===== config.mk =====
export PLATFORM = sky130hd
export DESIGN_NAME = cmp_flags_seq_flat
export DESIGN_NICKNAME = d
export VERILOG_FILES = /design/src/rtl/cmp_flags_seq_if.sv /design/src/rtl/cmp_flags_seq.sv /design/src/flat_wrapper.sv
export SDC_FILE = /design/constraint.sdc
export NUM_CORES = 1
export LEC_CHECK = 0
export CAP_MARGIN = 20
export CELL_PAD_IN_SITES_DETAIL_PLACEMENT = 0
export CELL_PAD_IN_SITES_GLOBAL_PLACEMENT = 2
export CORE_AREA = 2 2 76 151
export CTS_BUF_LIST = sky130_fd_sc_hd__clkbuf_8
export CTS_CLUSTER_DIAMETER = 100
export DETAILED_ROUTE_END_ITERATION = 10
export DIE_AREA = 0 0 78 153
export GPL_ROUTABILITY_DRIVEN = 0
export PLACE_DENSITY = 0.8
export SLEW_MARGIN = 20
export SYNTH_ARGS = -nofsm -noshare
export SYNTH_HDL_FRONTEND = slang
export SYNTH_SLANG_ARGS = --single-unit

===== constraint.sdc =====
create_clock -name clock -period 2.35 [get_ports clock]
set_clock_uncertainty 0.2 [all_clocks]
set_input_delay 0.47 -clock clock [delete_from_list [all_inputs] [get_ports clock]]
set_output_delay 0.47 -clock clock [all_outputs]
set_load 0.03 [all_outputs]

===== src/rtl/cmp_flags_seq_if.sv =====
// cmp_flags_seq_if: start/ready/done handshake, operands and result flags for cmp_flags_seq.
interface cmp_flags_seq_if #(parameter int WIDTH = 32);
  logic start;
  logic [WIDTH-1:0] data_operandA;
  logic [WIDTH-1:0] data_operandB;
  logic signed_mode;
  logic ready;
  logic done;
  logic isNotEqual;
  logic isLessThan;
  modport master (output start, data_operandA, data_operandB, signed_mode,
                  input ready, done, isNotEqual, isLessThan);
  modport slave (input start, data_operandA, data_operandB, signed_mode,
                 output ready, done, isNotEqual, isLessThan);
endinterface


===== src/rtl/cmp_flags_seq.sv =====
// cmp_flags_seq: multi-cycle MSB-chunk-first comparator producing registered ne/lt flags.
// Optional CMP_EARLY_EXIT_EN finishes at the first mismatching chunk.
module cmp_flags_seq #(
  parameter int WIDTH = 32,
  parameter int CHUNK = 8
) (
  input logic clock,
  input logic reset,
  cmp_flags_seq_if.slave bus
);
  localparam int N = WIDTH / CHUNK;
  localparam int IW = N > 1 ? $clog2(N) : 1;
  typedef enum logic [1:0] {IDLE, RUN, DONE} state_t;
  state_t state, state_n;
  logic [IW-1:0] idx;
  logic [WIDTH-1:0] a_r, b_r;
  logic sgn_r, ne_acc, lt_acc, ne_nx, lt_nx, fin, diff;
  logic [CHUNK-1:0] ca, cb;
  always_comb begin
    ca = CHUNK'(a_r >> (CHUNK * idx));
    cb = CHUNK'(b_r >> (CHUNK * idx));
    // Flipping the sign bit of the top chunk turns a signed compare into an unsigned one
    ca[CHUNK-1] = ca[CHUNK-1] ^ (sgn_r && idx == IW'(N - 1));
    cb[CHUNK-1] = cb[CHUNK-1] ^ (sgn_r && idx == IW'(N - 1));
    diff = ca != cb;
    ne_nx = ne_acc | diff;
    lt_nx = ne_acc ? lt_acc : (ca < cb);
`ifdef CMP_EARLY_EXIT_EN
    fin = idx == '0 || diff;
`else
    fin = idx == '0;
`endif
    state_n = state == IDLE ? (bus.start ? RUN : IDLE) :
              state == RUN  ? (fin ? DONE : RUN) : IDLE;
  end
  always_ff @(posedge clock or posedge reset) begin
    if (reset) begin
      state <= IDLE;
      idx <= '0;
      a_r <= '0;
      b_r <= '0;
      sgn_r <= 1'b0;
      ne_acc <= 1'b0;
      lt_acc <= 1'b0;
      bus.ready <= 1'b1;
      bus.done <= 1'b0;
      bus.isNotEqual <= 1'b0;
      bus.isLessThan <= 1'b0;
    end else begin
      state <= state_n;
      bus.ready <= state_n == IDLE;
      bus.done <= state_n == DONE;
      if (state == IDLE && bus.start) begin
        a_r <= bus.data_operandA;
        b_r <= bus.data_operandB;
        sgn_r <= bus.signed_mode;
        idx <= IW'(N - 1);
        ne_acc <= 1'b0;
        lt_acc <= 1'b0;
      end else if (state == RUN) begin
        ne_acc <= ne_nx;
        lt_acc <= lt_nx;
        idx <= idx - IW'(1);
        if (fin) begin
          bus.isNotEqual <= ne_nx;
          bus.isLessThan <= lt_nx;
        end
      end
    end
  end
endmodule

===== src/flat_wrapper.sv =====
// flat-port wrapper written by rule: the top's interface ports become plain ports
module cmp_flags_seq_flat 
#(
  parameter int WIDTH = 32,
  parameter int CHUNK = 8
)
  (clock, reset, bus_start, bus_data_operandA, bus_data_operandB, bus_signed_mode, bus_ready, bus_done, bus_isNotEqual, bus_isLessThan);
  cmp_flags_seq_if #(.WIDTH(WIDTH)) bus_i ();
  input logic clock;
  input logic reset;
  input wire logic [$bits(bus_i.start)-1:0] bus_start;
  input wire logic [$bits(bus_i.data_operandA)-1:0] bus_data_operandA;
  input wire logic [$bits(bus_i.data_operandB)-1:0] bus_data_operandB;
  input wire logic [$bits(bus_i.signed_mode)-1:0] bus_signed_mode;
  output wire logic [$bits(bus_i.ready)-1:0] bus_ready;
  output wire logic [$bits(bus_i.done)-1:0] bus_done;
  output wire logic [$bits(bus_i.isNotEqual)-1:0] bus_isNotEqual;
  output wire logic [$bits(bus_i.isLessThan)-1:0] bus_isLessThan;
  assign bus_i.start = bus_start;
  assign bus_i.data_operandA = bus_data_operandA;
  assign bus_i.data_operandB = bus_data_operandB;
  assign bus_i.signed_mode = bus_signed_mode;
  assign bus_ready = bus_i.ready;
  assign bus_done = bus_i.done;
  assign bus_isNotEqual = bus_i.isNotEqual;
  assign bus_isLessThan = bus_i.isLessThan;
  cmp_flags_seq #(.WIDTH(WIDTH), .CHUNK(CHUNK)) u_core (.clock(clock), .reset(reset), .bus(bus_i));
endmodule

# ---- Yosys cells after proc, flatten, opt, wreduce, memory -nomap -nowiden
# Cells that the tools add are included.
dict set report classes {
  magnitude_cmp 1
  div_mod_pow 0
  n_mul 0
  shifts 2
  n_mux 11
  n_reduce_logical 7
  add_sub_neg 1
  n_bitwise 4
  n_eq_ne 4
}
# op n
set ops {}
lappend ops {{$shr 32x5->8} 2}
lappend ops {{$mux 2} 5}
lappend ops {{$lt 8x8->1} 1}
lappend ops {{$ne 8x8->1} 1}
lappend ops {{$logic_not 2->1} 3}
lappend ops {{$mux 1} 6}
lappend ops {{$eq 2x2->1 const B} 2}
lappend ops {{$reduce_and 3->1} 1}
lappend ops {{$eq 2x1->1 const B} 1}
lappend ops {{$logic_and 1x1->1} 2}
lappend ops {{$reduce_bool 2->1} 1}
lappend ops {{$sub 2x1->2 const B} 1}
lappend ops {{$xor 1x1->1} 2}
lappend ops {{$not 1->1} 1}
lappend ops {{$or 1x1->1} 1}
dict set report word_totals {
  latchBits 0
  register_bits 75
  rom_bits 0
  ram_bits 0
  mem_count 0
  word_cells 41
  output_inout_bits 4
}

# ---- Logic depth before layout (Yosys ltp)
# Gate-level depths: netlist of run 1.
dict set report logic_depth {
  ltp_word 7
  depth_mapped 9
  ltp_nobuf 8
}

# ---- Worst setup path before layout of run 1
# OpenSTA, ideal clock, no wires.
dict set report synth_path {
  path_kind {register to register}
  start {register u_core.idx[0]}
  end {register u_core.bus.isLessThan}
  arrival_ns 2.149
  slack_ns -0.081
  path_stages_with_launch 10
  path_buffers 2
  required_ns 2.068
  setup_ns 0.082
  cell_sequence {dfrtp_1 -> buf_6 -> buf_4 -> mux4_2 -> ha_1 -> nor2b_1 -> o211ai_1 -> a21o_1 -> o211ai_1 -> a31oi_1}
}
dict set report synth_via {
  elab_chain_cells 5
  elab_cells_between_ends 10
  cone_classes {order compare (1); eq/ne (1); shift (2); mux (1); bitwise (2); reduce/logical (3)}
}
# item line
set synth_rtl {}
lappend synth_rtl {{from (decl)} cmp_flags_seq.sv:15} ;# logic [IW-1:0] idx;
lappend synth_rtl {{from (signal assigned)} cmp_flags_seq.sv:57} ;# idx <= IW'(N - 1);
lappend synth_rtl {{from (signal assigned)} cmp_flags_seq.sv:63} ;# idx <= idx - IW'(1);
lappend synth_rtl {{branches (longest 5 deep; another with $lt 8x8->1)} n/a}
lappend synth_rtl {{to (signal assigned)} cmp_flags_seq.sv:66} ;# bus.isLessThan <= lt_nx;
lappend synth_rtl {{to (decl)} cmp_flags_seq_if.sv:14} ;# output ready, done, isNotEqual, isLessThan);
# Several ways; the timed one is not identified.
# A chain may end at the register's enable or synchronous reset.

# ---- Worst setup path after layout of run 1
# Same ends and word-level chain as after synthesis.

==> impl_results.md, run 1 <==
- Routed len/inst: 16.7 um
- VDD IR max: 0.521 mV
- Top delay family on crit path: multiplexers
- Final hold violation count: 0
- Crit path kind: register to register
- GR Overflow Total: 0
- Main synth FF type: dfrtp_1
- CP startpoint kind: register
- ANT nets after route: 0
- Worst path bufs/invs: 1
- Final Setup Violations: 1
- Mapped Cells: 223
- F_max: 422 MHz
- Placed wire-length estimate: 5520 um
- Via Count: 2,112
- Crit path largest cell delay: 510 ps
- Post-Syn Area: 3590 um^2
- Root Buffer: clkbuf_8
- Tcrit/Tclk final: 1.01
- Crit path from: u_core.idx[0]
- P&R area growth vs syn: 32.6%
- Asr flop ratio synth: 1.00
- Vias in the first global route: 2,286
- Num rows: 54
- Worst setup EP type: register
- Slew HR: 0.734
- Layout cells sized above 1: 0.347
- Inserted Clock Buffers: 9
- Max_cap viols: 0
- Critical path arrival: 2380 ps
- Core Footprint: 10,800 um^2
- Initial Util: 0.332
- Avg Synthesized Cell Area: 16.1 um^2
- H-Tree Depth: 3
- Initial DRT Pass Iterations: 4
- Worst slack, placed: -67.2 ps
- YS warnings: 0
- CP required: 2360 ps
- Status: complete, but fails checks
- Final worst setup slack: -22.3 ps
- Clock period minus worst slack: 2370 ps
- #FFs+latches synth: 75
- Mapped Nets: 301
- Clk_lat worst skew: 350 ps
- RSZ-0062 raised after global routing: true
- Die width: 78 um
- Failing checks: negative setup slack
- Die Span Y: 153 um
- Number of synthesized flops with an enable pin: 0
- Worst Hold Class: register to register
- Post-synthesis sequential area ratio: 0.524
- Largest net degree at the start of global routing: 76
- CTS Buffer Depth: 2
- Slowest cell on the critical path: mux4_2
- Nets: 387
- Antenna cells: 0
- Initial DRC Count: 93
- Critical path peak fanout: 4
- Pwr dens: 1370 nW/um^2
- Min Hold Slack: 295 ps
- Post-synthesis cell type count: 33
- First-pass GRT wire length: 12,200 um
- Worst-Margin Slew: 399 ps
- Routed wire length: 7600 um
- Die area: 11,900 um^2
- Hold_sp: u_core.a_r[6]
- Vias/cell: 4.65
- Max-slew violation count: 0
- Pwr Total: 6.52 mW
- CP Cell Sequence: buf_6 -> mux4_2 -> xor2_1 -> ha_1 -> nand4_1 -> a21o_1 -> o211ai_1 -> a31oi_1
- IO Count: 72
- Clock transition at the registers of the reported paths: 80 ps
- Initial antenna violation count: 0
- LEAKAGE: 2.02 nW
- Clock sinks: 75
- Number of remaining DRC errors: 0
- Port bufs: 71
- Reg-to-reg critical path startpoint: u_core.idx[0]
- CTS tree: built
- Total GRT Usage: 0.136
-- per-stage QoR --
stage               TNS [ps]  instances  utilization  instance area (um^2)
floorplan                  0        223            -                  3610
global placement       -98.4        434        0.415                  4480
detailed placement      -144        434        0.415                  4480
CTS                    -91.2        453        0.438                  4730
global route            -471        454        0.440                  4750
finish                 -22.3        454        0.440                  4750
-- worst paths after layout --
check | slack (ps) | endpoint | depth (start not counted)
worst max-delay path | -20 | u_core.bus.isLessThan | 8
worst min-delay path | 300 | u_core.a_r[6] | 1
worst max register to register | -20 | u_core.bus.isLessThan | 8
worst min register to register | 300 | u_core.a_r[6] | 1
max in group asynchronous | 1230 | u_core.bus.ready | 3
min in group asynchronous | 390 | u_core.a_r[4] | 3
-- kinds of logic after synthesis --
kind of cell	Yosys count	share of synthesized area
muxes	82	0.339
DFF	75	0.524
buffers and inverters	23	0.0488
and+or+nand+nor	17	0.0241
AOI/OAI and AO/OA	14	0.0248
adders and majority gates	10	0.0349
xor gates and xnor gates	2	0.00489
-- where the power goes --
| part | switching [mW] | internal [mW] | total [mW] | leakage [nW] |
|---|---|---|---|---|
| logic | 1.26 | 1.96 | 3.22 | 1.03 |
| clock network | 0.445 | 0.490 | 0.935 | 0.108 |
| registers | 0.412 | 1.95 | 2.37 | 0.881 |
| total | 2.12 | 4.40 | 6.52 | 2.02 |
-- what timing repair did --
action,in CTS,in global routing
hold buffers,0,0
setup endpoints to repair,4,4
pin swaps,0,3
gates cloned,0,0
gates resized for setup,8,3
buffers inserted,3,1
-- per-layer routing --
| layer | vias up | routed length, um | global-route usage |
|---|---|---|---|
| met5 | - | 0 | 0 |
| met4 | 0 | 152 | 0.0576 |
| met3 | 8 | 313 | 0.0331 |
| met2 | 50 | 4210 | 0.236 |
| met1 | 1073 | 2930 | 0.159 |
| li1 | 981 | - | - |
-- synth_stat cells (2+ instances only) --
library cell / instances / area [um^2]
a21oi_1: 4 / 20.0
buf_12: 3 / 60.1
buf_2: 2 / 10.0
buf_4: 3 / 22.5
buf_6: 2 / 22.5
dfrtp_1: 74 / 1850
ha_1: 10 / 125
inv_1: 12 / 45.0
mux2_1: 9 / 101
mux2_2: 26 / 293
mux2_4: 30 / 450
mux4_2: 16 / 360
nand2_1: 5 / 18.8
nand4_1: 2 / 12.5
nor2_1: 5 / 18.8
o211ai_1: 2 / 15.0
o21ai_0: 2 / 10.0
-- layout by cell type (no fill, tap or decap), types with 2 or more instances in the layout --
master / synthesis / routed
dfrtp_1: 74 / 74
clkdlybuf4s50_1: 0 / 71
mux2_4: 30 / 30
mux2_2: 26 / 26
mux4_2: 16 / 16
clkbuf_8: 0 / 13
inv_1: 12 / 12
mux2_1: 9 / 9
buf_4: 3 / 9
ha_1: 10 / 7
nand2_1: 5 / 5
nor2_1: 5 / 5
a21oi_1: 4 / 3
ha_4: 0 / 3
buf_12: 3 / 3
nand4_1: 2 / 2
o211ai_1: 2 / 2
buf_8: 1 / 2
-- sequential cells by signal, indices dropped and copies added (netlist names) --
name,flops
u_core.ne_acc,1
u_core.bus.ready,1
u_core.sgn_r,1
u_core.bus.done,1
u_core.state,2
u_core.lt_acc,1
u_core.bus.isLessThan,1
u_core.idx,2
u_core.bus.isNotEqual,1
u_core.b_r,32
u_core.a_r,32
-- cell type report --
cell class	instances	area, um^2
inverter	12	48.8
timing repair buffer	86	880
clock inverter	3	12.5
sequential	75	1880
tap	140	175
multi-input combinational	125	1580
fill	1038	6060
clock buffer	13	179
Note: power is estimated with default switching activity, not from simulation.
==> run 2, diff against run 1 <==
HOLD_SLACK_MARGIN = 0.06   (was not set)
==> results of run 2 <==
No change in the layout: final DEF, timing and power equal those of run 1.
